<file path="src/rtl/sdram_read_sched.sv">
// Two-requester read scheduler in front of an SDRAM read master: arbitrates, launches one
// transfer at a time and steers the master's user-port FIFO to the owner. Option macro: SDRAM_RD_SCHED_RR_EN.
module sdram_read_sched #(
  parameter int unsigned AW = 25,
  parameter int unsigned DW = 16
) (
  input  logic          clk_clk,
  input  logic          reset_reset_n,
  input  logic          rq0_req,
  input  logic [AW-1:0] rq0_base,
  input  logic [AW-1:0] rq0_len,
  input  logic          rq0_fixed,
  output logic          rq0_ack,
  output logic          rq0_done,
  input  logic          rq0_rd,
  output logic [DW-1:0] rq0_data,
  output logic          rq0_valid,
  input  logic          rq1_req,
  input  logic [AW-1:0] rq1_base,
  input  logic [AW-1:0] rq1_len,
  input  logic          rq1_fixed,
  output logic          rq1_ack,
  output logic          rq1_done,
  input  logic          rq1_rd,
  output logic [DW-1:0] rq1_data,
  output logic          rq1_valid,
  output logic          ctl_fixed_location,
  output logic [AW-1:0] ctl_read_base,
  output logic [AW-1:0] ctl_read_length,
  output logic          ctl_go,
  input  logic          ctl_done,
  input  logic          ctl_early_done,
  output logic          usr_read_buffer,
  input  logic [DW-1:0] usr_buffer_output_data,
  input  logic          usr_data_available,
  output logic          busy,
  output logic          grant
);

  typedef enum logic [2:0] {IDLE, GO, ARM, BUSY, FIN} state_e;

  state_e        state_q, state_d;
  logic          owner_q, owner_d;
  logic [AW-1:0] base_q, base_d;
  logic [AW-1:0] len_q, len_d;
  logic          fixed_q, fixed_d;
  logic          run_q;
  logic          go_q, busy_q, grant_q, xfer_q;
  logic [1:0]    done_q;
  logic          any_req_c, win_c, accept_c;
  logic          unused_early_done;

  assign unused_early_done = ctl_early_done;
  assign any_req_c = rq0_req | rq1_req;

`ifdef SDRAM_RD_SCHED_RR_EN
  logic last_q, last_d;
  // On a tie the requester not served last wins.
  assign win_c = (rq0_req & rq1_req) ? ~last_q : rq1_req;
`else
  assign win_c = ~rq0_req;
`endif

  // run_q keeps acks quiet while reset is asserted and on the first cycle after release.
  assign accept_c = run_q & (state_q == IDLE) & any_req_c;

  always_comb begin
    state_d = state_q;
    owner_d = owner_q;
    base_d  = base_q;
    len_d   = len_q;
    fixed_d = fixed_q;
`ifdef SDRAM_RD_SCHED_RR_EN
    last_d  = last_q;
`endif
    case (state_q)
      IDLE: begin
        if (accept_c) begin
          state_d = GO;
          owner_d = win_c;
          base_d  = win_c ? rq1_base  : rq0_base;
          len_d   = win_c ? rq1_len   : rq0_len;
          fixed_d = win_c ? rq1_fixed : rq0_fixed;
`ifdef SDRAM_RD_SCHED_RR_EN
          last_d  = win_c;
`endif
        end
      end
      GO:      state_d = (len_q == '0) ? FIN : ARM;
      ARM:     state_d = BUSY;
      BUSY:    if (ctl_done) state_d = FIN;
      FIN:     state_d = IDLE;
      default: state_d = IDLE;
    endcase
  end

  // Outputs are registered from the next state so they line up with the state they describe.
  always_ff @(posedge clk_clk or negedge reset_reset_n) begin
    if (!reset_reset_n) begin
      state_q <= IDLE;
      owner_q <= 1'b0;
      base_q  <= '0;
      len_q   <= '0;
      fixed_q <= 1'b0;
      run_q   <= 1'b0;
      go_q    <= 1'b0;
      busy_q  <= 1'b0;
      grant_q <= 1'b0;
      xfer_q  <= 1'b0;
      done_q  <= 2'b00;
`ifdef SDRAM_RD_SCHED_RR_EN
      last_q  <= 1'b1;
`endif
    end else begin
      state_q <= state_d;
      owner_q <= owner_d;
      base_q  <= base_d;
      len_q   <= len_d;
      fixed_q <= fixed_d;
      run_q   <= 1'b1;
      go_q    <= (state_d == GO) && (len_d != '0);
      busy_q  <= (state_d != IDLE);
      grant_q <= (state_d != IDLE) && owner_d;
      xfer_q  <= (state_d == GO) || (state_d == ARM) || (state_d == BUSY);
      done_q  <= (state_d == FIN) ? {owner_d, ~owner_d} : 2'b00;
`ifdef SDRAM_RD_SCHED_RR_EN
      last_q  <= last_d;
`endif
    end
  end

  assign rq0_ack            = accept_c & ~win_c;
  assign rq1_ack            = accept_c & win_c;
  assign rq0_done           = done_q[0];
  assign rq1_done           = done_q[1];
  assign ctl_go             = go_q;
  assign ctl_read_base      = base_q;
  assign ctl_read_length    = len_q;
  assign ctl_fixed_location = fixed_q;
  assign busy               = busy_q;
  assign grant              = grant_q;

  // FIFO pops come only from the owner; the non-owner sees no valid data.
  assign usr_read_buffer = xfer_q & usr_data_available & (owner_q ? rq1_rd : rq0_rd);
  assign rq0_valid       = xfer_q & ~owner_q & usr_data_available;
  assign rq1_valid       = xfer_q & owner_q & usr_data_available;
  assign rq0_data        = {DW{run_q}} & usr_buffer_output_data;
  assign rq1_data        = {DW{run_q}} & usr_buffer_output_data;

endmodule

</file>
<file path="config.mk">
export PLATFORM = sky130hd
export DESIGN_NAME = sdram_read_sched
export DESIGN_NICKNAME = d
export VERILOG_FILES = /design/src/rtl/sdram_read_sched.sv
export SDC_FILE = /design/constraint.sdc
export NUM_CORES = 1
export LEC_CHECK = 0
export BUFFER_PORTS_ARGS = -buffer_cell sky130_fd_sc_hd__buf_2
export CAP_MARGIN = 20
export CORE_ASPECT_RATIO = 1.25
export CORE_MARGIN = 4
export CORE_UTILIZATION = 40
export DETAILED_ROUTE_END_ITERATION = 10
export PLACE_DENSITY_LB_ADDON = 0.3
export SLEW_MARGIN = 20
export SYNTH_ARGS = -nofsm -noshare
export SYNTH_HDL_FRONTEND = slang
export SYNTH_SLANG_ARGS = --single-unit
</file>
<file path="constraint.sdc">
create_clock -name clk_clk -period 2.05 [get_ports clk_clk]
set_input_delay 0.1025 -clock clk_clk [delete_from_list [all_inputs] [get_ports clk_clk]]
set_output_delay 0.1025 -clock clk_clk [all_outputs]
set_load 0.1 [all_outputs]
</file>
## After elaboration in Yosys (flattened, before gate mapping)

Index checks and enable logic that the tools add are counted.

- Bits in registers: 62
- Input port bits: 127
- Output and inout port bits: 93
- Logic and storage cells: 55

- Eq/ne operators: 7
- Mux-type cells: 13
- Bitwise operators: 15
- Reduce and logical (&&, ||, !) cells: 9

Operators by type and width:

| cell | number |
|---|---|
| $mux W25 | 4 |
| $logic_not A25 Y1 | 1 |
| $reduce_bool A25 Y1 | 1 |
| $and A16 B16 Y16 | 1 |
| $eq A3 B2 Y1 const B | 4 |
| $pmux W3 S4 | 1 |
| $and A1 B1 Y1 | 10 |
| $mux W3 | 3 |
| $eq A3 B1 Y1 const B | 2 |
| $mux W1 | 4 |
| $eq A3 B3 Y1 const B | 1 |
| $logic_not A3 Y1 | 1 |
| $not A1 Y1 | 3 |
| $reduce_bool A3 Y1 | 1 |
| $logic_and A1 B1 Y1 | 2 |
| $logic_or A1 B1 Y1 | 2 |
| $mux W2 | 1 |
| $reduce_and A2 Y1 | 1 |
| $or A1 B1 Y1 | 1 |

## Longest topological paths before layout

- Depth after elaboration: 8
- Depth in mapped cells: 6
- Depth with buffers taken out: 4

## Worst setup path before layout

No wires, ideal clock.

- Path kind: register to output
- From: register owner_q
- To: output port usr_read_buffer
- Data arrival time: 2609 ps
- Required time: 1947 ps
- Slack: -661 ps
- Cell stages (with the launch flop): 3
- Buffers on the path: 0
- Cells stage by stage: dfrtp_1 -> nor2_1 -> a22o_1

- Word-level cells in the longest chain between the ends: 2

Ends and longest elaborated chain:

| item | line | RTL |
|---|---|---|
| start, declared | 43 | `logic owner_q, owner_d;` |
| start signal, assigned | 116 | `owner_q <= owner_d;` |
| $mux W1 | 144 | `assign usr_read_buffer = xfer_q & usr_data_available & (owner_q ? rq1_rd : rq0_rd);` |
| $and A1 B1 Y1 | 144 |  |
| end, declared | 33 | `output logic usr_read_buffer,` |

Every way passes these cells.

## Worst setup path after layout

- From: register state_q[0]
- To: output port rq1_ack

- Word-level cells in the longest chain between the ends: 4

Ends and longest elaborated chain:

| item | line | RTL |
|---|---|---|
| start, declared | 42 | `state_e state_q, state_d;` |
| start signal, assigned | 115 | `state_q <= state_d;` |
| $logic_not A3 Y1 | 65 | `assign accept_c = run_q & (state_q == IDLE) & any_req_c;` |
| $and A1 B1 Y1 (2 in a row) | 65 |  |
| $and A1 B1 Y1 | 133 | `assign rq1_ack = accept_c & win_c;` |
| end, declared | 22 | `output logic rq1_ack,` |

Every way passes these cells.

==> reports/results.ini <==
[setup_path]
r2r_cells = 5
crit_type = flip-flop to output port
critPathCaptureType = output port
worstPathRequired_ns = 1.95
r2r-start = state_q[0]$_DFF_PN0_
regToRegSetupSlack_ns = 0.39
startpoint_type = flip-flop
crit_fanout = 6
critPathArrivalTime_ns = 1.82
r2r-end = ctl_read_length[20]$_DFF_PN0_

[logic_synthesis]
synth.largest_area_cell = dfrtp_1
synth-edff-count = 0
yosysSeqAreaShare_pct = 48.3
avgSynthCellArea_um2 = 9.88
synth_common_cells = dfrtp_1 (62), nand2_1 (57), mux2i_1 (51), o21ai_1 (41), and2_1 (18)
synth_seq_cells = 62
synth_most_common_cell = dfrtp_1
syn-cell-area_um2 = 3210
syn-num-nets = 452
postSynth.asyncResetShare_pct = 100
syn-instance-count = 325
synth_top_area_share_pct = 48.3
ys.flop_type = dfrtp_1
synth_cell_types = 32
ys_warn_count = 0
synth_area_leaders = dfrtp_1 (48%), mux2i_1 (16%), nand2_1 (6.7%)

[global_route]
antenna_found_initial = 0
grt_pass1_vias = 2787
grt-ovfl-total = 0
grt_max_degree = 60
grt_use_total_pct = 18.4
grt_pass1_wl_um = 13600

[job]
maxCapViolations = 0

[route]
wirelength_met1_um = 3400
dr.max_layer_used = met4
post-route-drc-count = 0
viasPerCell = 4.88
met3_length_um = 800
wl_per_cell_um = 14.7
drt_iter0_drc = 67
vias = 3062
detail-route-antenna-nets = 0
finalWirelength_um = 9260
drtPass1Iterations = 5
wl_met2_um = 5020

[cts]
cts.sinks = 62
clock_path_buffers = 2
numCtsBuffers = 9
cts.clk_slew.worst_paths_ns = 0.07
root_buffer = clkbuf_8
htreeDepth = 3
clk_latency_ns = 0.32
cts_tree = done
cts_setup_buffers = 0

[finish]
utilization_pct = 58.1
fillerInstances = 723
antennaDiodeCount = 0
fin_nets = 655
post_route_cells_drive_above_1_share_pct = 46.7
area_growth_pct = 41.0

[die]
core_um2 = 7790
die_area_um2 = 9530
die_y_um = 108
rows = 36
start_util_pct = 41.2
die_w_um = 88.1
io_pins = 220

[place]
place_hpwl_um = 7540
port-buffer-count = 218
dp_slack_ns = 0.398
place.gp.congestion = 0.763

[hold_path]
hold_depth = 3
hold_path.class = input pin to flip-flop
min_to = ctl_read_base[4]$_DFFE_PN0P_
hp-start = rq1_base[4]

[timing]
max_freq_mhz = 520
setup_viol = 0
tightest_slew_ns = 0.537
rsz0062_at_grt = no
hold_viol = 0
finalCriticalPeriod_ns = 1.92
period_share_pct = 93.8
maxSlewViolCount = 0
fin_ws_ns = 0.127
max-slew-margin-rel_pct = 64.2
finClkSkew_ns = 0.00543

[run_status]
status = complete, no violations

state kept, by name, indices dropped and copies added (netlist names):
| name | count |
|---|---|
| busy | 1 |
| ctl_fixed_location | 1 |
| ctl_go | 1 |
| ctl_read_base | 25 |
| ctl_read_length | 25 |
| done_q | 2 |
| grant | 1 |
| owner_q | 1 |
| run_q | 1 |
| state_q | 3 |
| xfer_q | 1 |
per-stage QoR:
stage | instance area (um2) | hold WS (ns) | cells | TNS (ns)
global placement | 4280 | 0.0917 | 611 | 0
CTS | 4530 | 0.0312 | 628 | 0
global route | 4530 | 0.0345 | 628 | 0
finish | 4530 | 0.0508 | 628 | 0
floorplan | 3220 | -0.193 | 325 | -0.157
detailed placement | 4280 | 0.0962 | 611 | 0
critical path, stage by stage, from the launching register on:
cell,delay (ns)
dfrtp_1,0.45
nor4b_4,0.41
nand3_1,0.14
inv_1,0.08
buf_2,0.42
layout make-up:
class	count	area (um2)	share of cell area, %
Timing Repair Buffer	226	1180	26.1
Clock inverter	3	65.1	1.44
Clock buffer	13	169	3.73
Inverter	3	11.3	0.249
Sequential cell	62	1550	34.3
Multi-Input combinational cell	226	1430	31.6
Tap cell	95	119	2.63
layer usage:
metal  GRT usage [%]  up-vias
met4            3.56        0
met1            20.9     1402
met3            4.27        2
li1                -     1527
met2            34.7      131
met5               0        -
cells by family (layout without fill, tap and decap cells):
logic type,Yosys count,count (layout),synth area share [%]
AND/OR/NAND/NOR,110,110,17.2
flip-flops,62,62,48.3
other,1,1,0.117
AO/OA/AOI/OAI,64,64,10.8
buffers and inverters,37,245,7.64
multiplexers,51,51,15.9
how the worst max path moves through the flow:
stage	endpoint	depth (start not counted)	startpoint
after detailed placement	ctl_read_length[20]$_DFF_PN0_	5	state_q[0]$_DFF_PN0_
after floorplan	usr_read_buffer	3	owner_q$_DFF_PN0_
after global routing	rq1_ack	4	state_q[2]$_DFF_PN0_
final	rq1_ack	4	state_q[0]$_DFF_PN0_
after CTS	rq1_ack	4	state_q[0]$_DFF_PN0_
after global placement	done_q[0]$_DFF_PN0_	4	ctl_read_length[17]$_DFF_PN0_
cell usage in the layout (no fill, tap or decap), types with 2 or more instances in the layout:
master     instances
nor2_2             3
o21ai_2            2
o21ai_1           41
o21ai_0           12
nor4_1            15
nand2_1           57
nor2_1             3
nand3_1            5
dfrtp_1           62
clkbuf_8          12
buf_2            217
mux2i_1           51
bufinv_16          2
and2_1            18
nor2b_1            2
inv_1              3
buf_12             2
buf_4              6
a21oi_1            2
timing repair:
item                      CTS  global route
gates resized for setup     0             0
hold endpoints to repair   20             0
hold buffers                1             0
Power is not shown: default switching activity piles up to over one toggle a cycle in this logic, so the estimate is an artifact.
